**src/rtl/mem_arb_pkg.sv**
```systemverilog
// Shared types and sizing helpers for the instruction/data SRAM port arbiter.
package mem_arb_pkg;

  typedef enum logic [1:0] {
    S_IDLE  = 2'd0,
    S_RSP_I = 2'd1,
    S_RSP_D = 2'd2
  } rsp_state_e;

  function automatic int unsigned starve_cnt_w(input int unsigned starve_max);
    return (starve_max < 1) ? 1 : $clog2(starve_max + 1);
  endfunction

endpackage

```
**src/rtl/mem_arb_hold.sv**
```systemverilog
// Per-port read-data hold register: bypasses live ram data on rvalid,
// otherwise presents the last data delivered to this port.
module mem_arb_hold #(
  parameter int unsigned DATA_W = 32
) (
  input  logic              clk,
  input  logic              rst,
  input  logic              rvalid,
  input  logic [DATA_W-1:0] ram_rdata,
  output logic [DATA_W-1:0] rdata
);

  logic [DATA_W-1:0] hold_q;
  logic [DATA_W-1:0] hold_d;

  always_comb begin
    hold_d = hold_q;
    if (rvalid) hold_d = ram_rdata;
    rdata = rvalid ? ram_rdata : hold_q;
  end

  always_ff @(posedge clk) begin
    if (rst) hold_q <= '0;
    else     hold_q <= hold_d;
  end

endmodule

```
**src/rtl/mem_port_arbiter.sv**
```systemverilog
// Shares one single-port synchronous SRAM between instruction fetch and data
// access; data has priority, bounded by a fetch starvation limit.
module mem_port_arbiter
  import mem_arb_pkg::*;
#(
  parameter int unsigned ADDR_W     = 32,
  parameter int unsigned DATA_W     = 32,
  parameter int unsigned STARVE_MAX = 4
) (
  input  logic                clk,
  input  logic                rst,
  input  logic                inst_req,
  input  logic [ADDR_W-1:0]   inst_addr,
  output logic                inst_gnt,
  output logic                inst_stall,
  output logic                inst_rvalid,
  output logic [DATA_W-1:0]   inst_rdata,
  input  logic                data_req,
  input  logic [DATA_W/8-1:0] data_wen,
  input  logic [ADDR_W-1:0]   data_addr,
  input  logic [DATA_W-1:0]   data_wdata,
  output logic                data_gnt,
  output logic                data_rvalid,
  output logic [DATA_W-1:0]   data_rdata,
  output logic                ram_en,
  output logic [DATA_W/8-1:0] ram_wen,
  output logic [ADDR_W-1:0]   ram_addr,
  output logic [DATA_W-1:0]   ram_wdata,
  input  logic [DATA_W-1:0]   ram_rdata
);

  localparam int unsigned CNT_W = starve_cnt_w(STARVE_MAX);
  localparam logic [CNT_W-1:0] CNT_MAX = CNT_W'(STARVE_MAX);

  rsp_state_e       state_q, state_d;
  logic [CNT_W-1:0] starve_cnt_q, starve_cnt_d;
  logic             data_win;
  logic             inst_win;

  // Arbitration and ram steering; address/wdata pass through ungated by reset.
  always_comb begin
    data_win   = data_req & ~(inst_req & (starve_cnt_q == CNT_MAX));
    inst_win   = inst_req & ~data_win;
    data_gnt   = data_win & ~rst;
    inst_gnt   = inst_win & ~rst;
    inst_stall = inst_req & ~inst_gnt;
    ram_en     = inst_gnt | data_gnt;
    ram_wen    = data_gnt ? data_wen : '0;
    ram_addr   = data_win ? data_addr : (inst_win ? inst_addr : '0);
    ram_wdata  = data_win ? data_wdata : '0;
  end

  // Starvation counter and response-owner FSM.
  always_comb begin
    starve_cnt_d = starve_cnt_q;
    state_d      = S_IDLE;
    if (inst_gnt || !inst_req) begin
      starve_cnt_d = '0;
    end else if (data_gnt && (starve_cnt_q != CNT_MAX)) begin
      starve_cnt_d = starve_cnt_q + CNT_W'(1);
    end
    if (inst_gnt) begin
      state_d = S_RSP_I;
    end else if (data_gnt && (data_wen == '0)) begin
      state_d = S_RSP_D;
    end
    // A response due in a reset cycle is dropped.
    inst_rvalid = (state_q == S_RSP_I) & ~rst;
    data_rvalid = (state_q == S_RSP_D) & ~rst;
  end

  always_ff @(posedge clk) begin
    if (rst) begin
      state_q      <= S_IDLE;
      starve_cnt_q <= '0;
    end else begin
      state_q      <= state_d;
      starve_cnt_q <= starve_cnt_d;
    end
  end

  mem_arb_hold #(.DATA_W(DATA_W)) u_inst_hold (
    .clk       (clk),
    .rst       (rst),
    .rvalid    (inst_rvalid),
    .ram_rdata (ram_rdata),
    .rdata     (inst_rdata)
  );

  mem_arb_hold #(.DATA_W(DATA_W)) u_data_hold (
    .clk       (clk),
    .rst       (rst),
    .rvalid    (data_rvalid),
    .ram_rdata (ram_rdata),
    .rdata     (data_rdata)
  );

endmodule

```
**config.mk**
```make
export PLATFORM = sky130hd
export DESIGN_NAME = mem_port_arbiter
export DESIGN_NICKNAME = d
export VERILOG_FILES = /design/src/rtl/mem_arb_pkg.sv /design/src/rtl/mem_arb_hold.sv /design/src/rtl/mem_port_arbiter.sv
export SDC_FILE = /design/constraint.sdc
export NUM_CORES = 1
export LEC_CHECK = 0
export CAP_MARGIN = 20
export CORE_MARGIN = 3
export CORE_UTILIZATION = 32
export CTS_BUF_LIST = sky130_fd_sc_hd__clkbuf_8
export DETAILED_ROUTE_END_ITERATION = 8
export PLACE_DENSITY = 0.9
export SLEW_MARGIN = 15
export SYNTH_ARGS = -nofsm -noshare
export SYNTH_HDL_FRONTEND = slang
export SYNTH_HIERARCHICAL = 1
export SYNTH_SLANG_ARGS = --single-unit
```
**constraint.sdc**
```tcl
create_clock -name clk -period 1.45 [get_ports clk]
set_clock_uncertainty 0.1 [all_clocks]
set_input_delay 0.145 -clock clk [delete_from_list [all_inputs] [get_ports clk]]
set_output_delay 0.145 -clock clk [all_outputs]
set_load 0.03 [all_outputs]
```
After elaboration in Yosys (flattened, before gate mapping)
Cells that the tools add are included.

storage, ports and cells
  register bits after elaboration = 69
  input port bits = 136
  word-level logic and storage cells = 38

cells by class
  add/sub/neg operators = 1
  eq/ne operators = 4
  mux-type cells = 8
  bitwise operators = 13
  reductions and logical operators = 7

operators by type and width
  cell                                                              count
  32-bit two-way mux                                                5
  1-bit AND                                                         8
  4-bit zero test                                                   1
  4-bit two-way mux                                                 1
  1-bit inverter                                                    4
  2-bit OR reduction                                                2
  3-bit by 1-bit adder with 3-bit output (second input constant)    1
  3-bit == test (second input constant)                             1
  3-bit != test (second input constant)                             1
  2-bit by 1-bit == test with 1-bit output (second input constant)  1
  2-bit == test (second input constant)                             1
  1-bit logical AND                                                 2
  2-bit two-way mux                                                 1
  1-bit zero test                                                   1
  1-bit logical OR                                                  1
  1-bit two-way mux                                                 1
  1-bit bitwise OR                                                  1

Longest topological paths before layout
  word-level depth = 9
  gate-level depth with buffers = 6
  depth with buffers taken out = 4

By module
The synthesis kept the hierarchy.

by module, submodules not included
  module            instances  cells each  area an instance (µm²)  sequential area each (µm²)
  mem_arb_hold      2          103         1,370.1                 640.6
  mem_port_arbiter  1          185         1,061.0                 100.1

Least setup slack after synthesis
No wires, ideal clock.

  path kind = reg2reg
  start point = reg state_q[1]
  end point = reg u_data_hold.hold_q[0]
  data arrival time = 2,032 ps
  required time = 1,222 ps
  path slack = -810 ps
  cell stages (with the launch flop) = 6
  path buffers = 2
  period minus slack after synthesis = 2,260 ps
  path through = dfxtp_1 -> nor3b_1 -> buf_6 -> buf_6 -> mux2_4 -> nor2b_1

on the way
  cells in the longest elaborated chain, start to end = 3

ends and longest elaborated chain
  what                     RTL line                text
  start, declared          mem_port_arbiter.sv:35  rsp_state_e state_q, state_d;
  start signal, assigned   mem_port_arbiter.sv:77  state_q <= state_d;
  2-bit == test            mem_port_arbiter.sv:69  data_rvalid = (state_q == S_RSP_D) & ~rst;
  1-bit AND                mem_port_arbiter.sv:69
  named net data_rvalid    mem_port_arbiter.sv:23  output logic data_rvalid,
  32-bit two-way mux       --
  named net data_rdata[0]  mem_port_arbiter.sv:24  output logic [DATA_W-1:0] data_rdata,
  end signal, assigned     mem_arb_hold.sv:24      else hold_q <= hold_d;
  end, declared            mem_arb_hold.sv:13      logic [DATA_W-1:0] hold_q;

The timed path passes the listed nets, and every way through them passes these cells.
A chain may end at the register's enable or synchronous reset.

Worst setup path in the final report
  start point = reg state_q[1]
  end point = out data_rdata[26]

on the way
  cells in the longest elaborated chain, start to end = 3

ends and longest elaborated chain
  what                RTL line
  2-bit == test       mem_port_arbiter.sv:69
  1-bit AND           mem_port_arbiter.sv:69
  32-bit two-way mux  --
  end, declared       mem_port_arbiter.sv:24

No other way between the ends.

==> results.txt <==
Status: finished, violations left
Failing checks: negative setup slack
Post-synth net total: 529
Crit Path Max Fanout: 5
Top sig layer: met4
Commonest non-fill, non-tap cell in the layout: buf_6
CTS sink cnt: 69
Synth unique cells: 26
Number of enable flip-flop cells after synthesis: 0
Antenna cells: 0
Fin cells: 856
Stages on the worst setup path: 6
DRC violations left: 0
DRT Pass-1 Iters: 5
Slew at the pin with the worst max-slew slack: 1.318 ns
Wire length per cell: 22.28 um
Ys flop type: dfxtp_1
Sw power: 1.764 mW
Ys async rst share: 0%
Startpoint types: flop
Die height: 115.0 um
Initial antenna violation count: 0
Min cycle time layout: 2.064 ns
Share of power burned in registers: 33.7%
CP Buf/Inv Count: 4
Internal: 3.956 mW
FMAX: 484.6 MHz
Comb power frac: 34.1%
Number of buffers created by CTS: 9
Root buf cell: clkbuf_8
Xor/xnor cell area share of the yosys netlist: 0%
Synthesized area per cell: 9.722 um^2
First-pass GRT wire length: 24,900 um
Post-Route M1 WL: 6560 um
Max_slew headroom: 12.12%
Total gr overflow: 0
Worst Path Arrival: 1.82 ns
FF-to-FF path depth: 6
Cells on Worst Hold Path: 4
Ports: 274
Routed wl met3: 1099 um
Crit Path Category: flop to primary output
Dpl ws: -0.6485 ns
Max-cap violations: 0
Area Growth Syn to Fin: 135.7%
Cts hold-fix bufs: 0
Peak VDD IR: 0.4482 mV
Yosys warnings: 6
Synthesized flop and latch total: 69
Post-Syn Instances: 391
Yosys top cell area share: 36.34%
Leading area contributor after synthesis: dfxtp_1
Top post-synthesis cells by area: dfxtp_1, mux2_4, nor2b_1
Crit path max-delay family: buffers and inverters
Post-detailed-routing wire length: 19,070 um
Clock transition at path regs: 0.09 ns
Final Hold Violating Endpoints: 0
Largest family of logic cells by synthesized area: simple AND/OR/NAND/NOR gates
Via density: 5.143
Hold crit path type: primary input to flop
H-tree Lvls: 3
Port bufs: 273
Max incr delay on CP: 0.36 ns
Total negative slack: -89.21 ns
Rows: 39
First DRT Iteration DRCs: 211
Slowest cell on the critical path: dfxtp_2
CP most frequent cell: buf_6
FILL cells: 599
Total track usage: 24.06%
PnR worst setup slack: -0.6136 ns
PwrDens: 638.3 nW/um^2
Vias in the first global route: 4,526
Worst skew pair latency: 0.35 ns
Nets: 846
Mux share of post-synthesis cell area: 24.88%
Sequential element share of the synthesized area: 36.34%
GP Congestion: 0.8321
Placed instance count: 801
Switching share of total power: 30.83%
CP endpoint kind: primary output
Synth Area in Compound Gates: 6.550%
Synthesized area: 3801 um^2
Clock group share of total power: 32.2%
RSZ-0062 raised after global routing: true
Register Area: 1386 um^2
Pin count of the biggest net entering global routing: 65
Crit-path cells: nor3b_4 -> buf_6 -> buf_16 -> buf_6 -> mux2_4 -> buf_6
Layout cell share with drive strength beyond 1: 57.22%
Most frequent cells in the layout: buf_6, clkdlybuf4s50_1, dfxtp_1, nand2_1, mux2_4
Hpwl dp: 11,080 um
Post-Synth Simple-Gate Area: 25.28%
Adder-cell share of the synthesized area: 0.6583%
CP required: 1.21 ns
# setup viols final: 202
Area of the multi-input gates: 3189 um^2
Period Utilization, post-route: 142.3%
Longest Clk Path Bufs: 2
Leakage: 3.658 nW
Core footprint: 11,520 um^2
CTS tree: done
Vias after detailed routing: 4,402
Final slew viol count: 0
Full die area: 13,220 um^2
Starting Density: 33.01%
ANT nets after route: 0
Routed met2 length: 10,590 um
Die width: 115.0 um
timing repair:
item	4_1_cts	5_1_grt
gates cloned	11	2
setup buffers	16	13
resized for setup	468	164
endpoints found under the setup margin	203	205
pin swaps	12	9
synthesized netlist by cell type (2+ instances only):
library cell	count
a211oi_1	2
a21oi_1	3
and3_1	33
buf_2	7
buf_4	2
buf_6	10
clkbuf_1	16
dfxtp_1	69
ha_1	2
inv_1	3
mux2_2	4
mux2_4	60
nand2_1	64
nand2b_1	3
nor2_1	3
nor2b_1	64
nor3b_1	6
o22ai_1	32
kinds of logic (layout without fill, tap and decap cells):
family                   count (synthesis)  in the layout
adder cells (fa/ha/maj)                  2              2
buffers and inverters                   39            361
AO/OA/AOI/OAI                           39             39
flip-flops                              69             69
AND/OR/NAND/NOR                        178            178
multiplexers                            64             64
state kept, by name (all words and copies together) (netlist names):
register and flops:
u_inst_hold/hold_q 32, starve_cnt_q 3, state_q 2, u_data_hold/hold_q 32
path summary, 6_finish.rpt:
| path | start | end | slack [ns] |
|---|---|---|---|
| worst min-delay path | inst_req | starve_cnt_q[0]$_SDFFE_PP0P_ | 0.19 |
| worst min register to register | starve_cnt_q[0]$_SDFFE_PP0P_ | starve_cnt_q[0]$_SDFFE_PP0P_ | 0.41 |
| worst max register to register | state_q[0]$_SDFF_PP0_ | u_inst_hold/hold_q[18]$_SDFF_PP0_ | -0.35 |
| worst max-delay path | state_q[1]$_SDFF_PP0_ | data_rdata[26] | -0.61 |
stage by stage:
| step | utilization (%) | total power [mW] | hold WS, ns | area, um^2 |
|---|---|---|---|---|
| 4_1_cts | 71.71 | 5.530 | 0.1813 | 8258 |
| 3_5_place_dp | 63.41 | 3.610 | 0.3993 | 7302 |
| 6_report | 77.81 | 5.720 | 0.1931 | 8961 |
| 5_1_grt | 77.81 | 5.897 | 0.2004 | 8961 |
| 2_1_floorplan | - | 2.822 | 0.1166 | 4431 |
| 3_3_place_gp | 63.41 | 3.577 | 0.3904 | 7302 |
power by group through the flow:
stage	registers (mW)	clock network [mW]	logic, mW
finish	1.93	1.84	1.95
CTS	1.93	1.83	1.77
global route	1.93	1.95	2.02
floorplan	1.97	0	0.852
detailed placement	1.97	0	1.64
global placement	1.97	0	1.61
area by class of cell:
class	count	share of cell area [%]
clock buffers	9	1.382
flip-flops and latches	69	15.47
well taps	143	1.997
inverters	3	0.1257
clock inverters	7	1.145
repair buffers	342	44.29
multi-input cells	283	35.59
metal layers:
metal | global-route usage, % | vias up
li1 | - | 1968
met2 | 45.29 | 233
met3 | 4.368 | 58
met5 | 0 | -
met1 | 26.02 | 2143
met4 | 10.56 | 0
tightest hold or removal path, cell delays in order:
cell	delay [ns]
clkbuf_2	0.12
buf_6	0.14
nand3b_1	0.14
a211oi_1	0.06
No activity file was read; power rests on OpenSTA's default activity.
